**config.mk**
```make
export PLATFORM = sky130hd
export DESIGN_NAME = essential_bit_iter
export DESIGN_NICKNAME = d
export VERILOG_FILES = /design/src/rtl/essential_bit_iter.sv
export SDC_FILE = /design/constraint.sdc
export NUM_CORES = 1
export LEC_CHECK = 0
export ABC_AREA = 1
export BUFFER_PORTS_ARGS = -buffer_cell sky130_fd_sc_hd__buf_2
export CORE_MARGIN = 2
export CORE_UTILIZATION = 45
export CTS_CLUSTER_SIZE = 8
export DETAILED_ROUTE_END_ITERATION = 6
export GPL_TIMING_DRIVEN = 0
export PLACE_DENSITY = 0.74
export SLEW_MARGIN = 40
export SYNTH_ARGS = -nofsm -noshare
export SYNTH_HDL_FRONTEND = slang
export SYNTH_SLANG_ARGS = --single-unit
```
**constraint.sdc**
```tcl
create_clock -name clk -period 1.5 [get_ports clk]
set_clock_uncertainty 0.2 [all_clocks]
set_input_delay 0.3 -clock clk [delete_from_list [all_inputs] [get_ports clk]]
set_output_delay 0.3 -clock clk [all_outputs]
set_load 0.1 [all_outputs]
```
**src/rtl/essential_bit_iter.sv**
```systemverilog
// Essential-bit sequencer: splits an 8-bit magnitude into one beat per set bit, MSB first.
// Optional build macro EBIT_ZERO_SKIP_EN: a zero input is swallowed instead of emitting a zero beat.
module essential_bit_iter #(
    parameter int TAG_W = 4
) (
    input  logic             clk,
    input  logic             reset,
    input  logic             in_valid,
    output logic             in_ready,
    input  logic [7:0]       in_data,
    input  logic             in_sign,
    input  logic [TAG_W-1:0] in_tag,
    output logic             out_valid,
    input  logic             out_ready,
    output logic [2:0]       out_idx,
    output logic             out_sign,
    output logic [TAG_W-1:0] out_tag,
    output logic [2:0]       out_cnt,
    output logic             out_last,
    output logic             out_zero
);

    typedef enum logic {IDLE = 1'b0, RUN = 1'b1} state_t;

    state_t             state;
    state_t             state_nxt;
    logic [7:0]         mask;
    logic [2:0]         cnt;
    logic               sign_q;
    logic [TAG_W-1:0]   tag_q;
    logic               last_beat;
    logic               in_fire;
    logic               out_fire;
    logic               load;

    // Leading one in encoder convention: bit 7 -> 0, bit 0 -> 7.
    function automatic logic [2:0] lead_idx(input logic [7:0] m);
        logic [2:0] idx;
        logic       found;
        idx   = 3'd0;
        found = 1'b0;
        for (int b = 7; b >= 0; b--) begin
            if (m[b] && !found) begin
                idx   = 3'(7 - b);
                found = 1'b1;
            end
        end
        return idx;
    endfunction

    function automatic logic [7:0] clear_lead(input logic [7:0] m);
        logic [7:0] r;
        logic       found;
        r     = m;
        found = 1'b0;
        for (int b = 7; b >= 0; b--) begin
            if (m[b] && !found) begin
                r[b]  = 1'b0;
                found = 1'b1;
            end
        end
        return r;
    endfunction

    function automatic logic is_single(input logic [7:0] m);
        return (m != 8'd0) && ((m & (m - 8'd1)) == 8'd0);
    endfunction

`ifdef EBIT_ZERO_SKIP_EN
    assign last_beat = is_single(mask);
    assign load      = in_fire && (in_data != 8'd0);
`else
    logic zero_q;
    // A zero transaction is a single beat flagged by zero_q with an empty mask.
    assign last_beat = zero_q || is_single(mask);
    assign load      = in_fire;
`endif

    assign out_fire = (state == RUN) && out_ready;
    assign in_ready = !reset && ((state == IDLE) || (out_fire && last_beat));
    assign in_fire  = in_valid && in_ready;

    always_ff @(posedge clk) begin
        if (reset) begin
            state <= IDLE;
        end else begin
            state <= state_nxt;
        end
    end

    always_comb begin
        state_nxt = state;
        case (state)
            IDLE: begin
                if (load) state_nxt = RUN;
            end
            RUN: begin
                if (out_fire && last_beat) state_nxt = load ? RUN : IDLE;
            end
            default: state_nxt = IDLE;
        endcase
    end

    always_ff @(posedge clk) begin
        if (reset) begin
            mask   <= 8'd0;
            cnt    <= 3'd0;
            sign_q <= 1'b0;
            tag_q  <= '0;
`ifndef EBIT_ZERO_SKIP_EN
            zero_q <= 1'b0;
`endif
        end else if (load) begin
            mask   <= in_data;
            cnt    <= 3'd0;
            sign_q <= in_sign;
            tag_q  <= in_tag;
`ifndef EBIT_ZERO_SKIP_EN
            zero_q <= (in_data == 8'd0);
`endif
        end else if (out_fire && !last_beat) begin
            mask <= clear_lead(mask);
            cnt  <= cnt + 3'd1;
        end
    end

    always_comb begin
        out_valid = (state == RUN);
        out_idx   = 3'd0;
        out_cnt   = 3'd0;
        out_last  = 1'b0;
        out_zero  = 1'b0;
        out_sign  = sign_q;
        out_tag   = tag_q;
        if (state == RUN) begin
            out_idx  = lead_idx(mask);
            out_cnt  = cnt;
            out_last = last_beat;
`ifndef EBIT_ZERO_SKIP_EN
            out_zero = zero_q;
`endif
        end
    end

endmodule

```
==> metrics.md <==
| Metric | Value |
|---|---|
| Worst-margin pin slew | approximately 500 ps |
| P&R area growth vs syn | 80.6% |
| Antenna Cells | 0 |
| First-pass GRT wire length | 5.38 mm |
| Max cap viols | 0 |
| Setup ws final | -767 ps |
| CTS buffer count | 3 |
| Worst hold start | in_sign |
| Total wire length | approximately 3.9 mm |
| Drt first pass iters | 4 |
| Root Buffer | clkbuf_4 |
| WS Path Type | reg2out |
| Max-slew headroom | 0.661 |
| Reg2Reg Depth | 14 |
| Vias in the first global route | between 1,000 and 1,500 |
| CP dominant cell by count | nand2_4 |
| Post-synthesis xor/xnor area fraction | 0.00810 |
| P_leak | slightly above 0.9 nW |
| Worst slack, placed | -823 ps |
| Hold Path Cell Cnt | 3 |
| Starting density of the core | 0.484 |
| Dpl hpwl | 1.94 mm |
| Wire per inst | around 15 um |
| CTS sink count | 18 |
| Design Power | 0.00166 W |
| Final #Nets | 246 |
| DR DRC count | 0 |
| IO Count | 32 |
| Placement Cell Area | around 1400 um2 |
| Chip Height | roughly 53 um |
| Worst-path cell chain | nor2_4 -> nand3_1 -> o21ai_2 -> nand3_2 -> nand2_4 -> nand2_4 -> a21oi_4 -> buf_12 |
| Synth warn | 0 |
| Core Util, Final | 0.874 |
| Compound-gate portion of the synthesized area | 0.0671 |
| Critical Path RT | 1000 ps |
| TritonCTS clock tree | built |
| Final Cycle Share | 1.51 |
| Syn Nets | roughly 190 |
| Port Buffer Count | 31 |
| Iteration-0 DRC Markers | 27 |
| CORE AREA | about 2200 um2 |
| Final hold violations | 0 |
| Largest net degree at the start of global routing | 11 |
| Hold Crit Class | in2reg |
| Pwr per Cell Area | ~850 nW/um2 |
| Synth Area in Adders | 0.0116 |
| Status | finished with violations |
| Total GRT Usage | 0.262 |
| CTS clk-pin slew, worst paths | approximately 100 ps |
| Synth area leaders | dfxtp_1 33%, nand2_1 18%, nand3_1 9.3% |
| Crit start category | flop |
| Later-pin clock latency in the skew report | 310 ps |
| Multiplexer share of the synthesized area | 0 |
| Post-synth top area share | 0.333 |
| Initial antenna violation count | 0 |
| Combinational family with the most area after synthesis | simple AND/OR/NAND/NOR gates |
| Crit path max fanout | 6 |
| Die Wd | between 50 and 60 um |
| Placed cells | ~230 |
| Placer Congestion | 0.776 |
| RSZ-0062 raised after global routing | yes |
| Cell Rows | 17 |
| CP Launch Point | mask[4]$_SDFFE_PP0P_ |
| Distinct cell type count after synthesis | 29 |
| Layout cells sized above 1 | 0.542 |
| VDD IR max | 0.699 mV |
| Ys async rst share | 0 |
| Crit Reg-Reg Startpoint | mask[2]$_SDFFE_PP0P_ |
| Most common flop cell mapped by yosys | dfxtp_1 |
| Area leader, netlist | dfxtp_1 |
| Minimum clock period | 2270 ps |
| # setup viols final | 28 |
| Worst setup EP type | output port |
| Number of enable flip-flop cells after synthesis | 0 |
| Clock tree buffer depth | 2 |
| Failing checks | setup timing |
| Mapped Cells | about 170 |
| Vias per cell | around 5.3 |
| Fmax | 441 MHz |
| Cell area after layout | approximately 2000 um2 |
| Arr. time, crit path | ~1800 ps |
| Grt total ovfl | 0 |
| Max Slew Vio Count | 0 |
| Mapped Area | between 1000 and 1500 um2 |
| CTS HTree Levels | 1 |
| Post-synthesis register bit count | 18 |
| Crit-path slowest cell | dfxtp_4 |
| Non-filler cells, final | approximately 260 |
| Via Count | approximately 1,400 |
| Die area | 2810 um2 |
| Synth Area per Inst | roughly 6.4 um2 |
| Post-route antenna net violation count | 0 |
| CP max stage delay | 380 ps |
| Seq/Total Area, Yosys | 0.333 |
| Simple-gate share of the synthesized area | 0.470 |
==> worst max-delay path, delay by kind of cell, from the launching register on <==
| kind | cells | cell delay [ps] |
|---|---|---|
| flops | 1 | 380 |
| compound gates | 2 | 350 |
| buf+inv | 1 | 190 |
| simple gates | 5 | 540 |
==> layer usage <==
| layer | up-vias | part of all wire | global-route usage | wire length, um |
|---|---|---|---|---|
| li1 | 649 | - | - | - |
| met1 | 639 | 0.36 | 0.300 | 1430 |
| met2 | 57 | 0.53 | 0.494 | 2100 |
| met3 | 19 | 0.051 | 0.0367 | 200 |
| met4 | 0 | 0.051 | 0.0812 | 201 |
| met5 | - | 0 | 0 | 0 |
==> power breakdown <==
group / total, W / switching [W] / internal, W
logic: 0.000840 / 0.000501 / 0.000339
clock network: 0.000271 / 0.000167 / 0.000104
registers: 0.000553 / 0.0000462 / 0.000507
total: 0.00166 / 0.000715 / 0.000950
==> cells in the mapped netlist, types with 2 or more instances <==
master / instances
a21oi_1: 5
buf_2: 2
clkbuf_1: 2
dfxtp_1: 18
inv_1: 21
inv_2: 2
nand2_1: 51
nand2_2: 4
nand2_4: 2
nand3_1: 20
nand3_2: 2
nor2_1: 18
nor2_2: 3
nor2_4: 2
o21ai_0: 2
==> final cells by class <==
cell class,instances,area [um2]
plain buffers,5,50.0
clock buffers,4,26.3
fillers,119,282
inverters,24,108
multi-input cells,121,803
flip-flops and latches,18,389
well taps,28,35.0
repair buffers,55,541
==> registers in the layout, summed over array words and instances (netlist names) <==
signal / cells
zero_q: 1
out_sign: 1
out_tag: 4
cnt: 3
out_valid: 1
mask: 8
==> logic make-up (layout without fill, tap and decap cells) <==
logic type,Yosys count,count (layout)
buf+inv,29,88
fa+ha+maj,1,1
compound gates,11,11
flops,18,18
xor+xnor,1,1
simple gates,108,108
==> what timing repair did <==
item / 4_1_cts / 5_1_grt
pin swaps: 7 / 9
cloned: 2 / 0
setup buffers: 11 / 11
resized for setup: 65 / 37
endpoints found under the hold margin: 0 / 1
hold buffers: 0 / 1
endpoints found under the setup margin: 33 / 28
==> cells in the final DEF (no fill, tap or decap), drive strengths merged, types with 3 or more instances in the layout <==
cell	synthesis	final
nand2	57	57
buf	3	57
nor2	23	23
nand3	22	22
inv	23	19
dfxtp	18	18
a21oi	6	6
clkbuf	2	6
clkinvlp	0	4
o21ai	3	3
==> stage by stage <==
stage	TNS (ps)	hold slack (ps)
floorplan	-9540	159
global placement	-7480	254
detailed placement	-8430	257
CTS	-9670	0.617
global route	-15990	10.6
finish	-13750	1.93
==> worst paths after layout <==
kind	endpoint	slack (ps)
setup reg to reg	cnt[2]$_SDFFE_PP0P_	-630
setup / recovery	in_ready	-770
hold / removal	out_sign$_SDFFE_PP0P_	2
hold reg to reg	out_sign$_SDFFE_PP0P_	280
(Power assumes the default switching activity.)
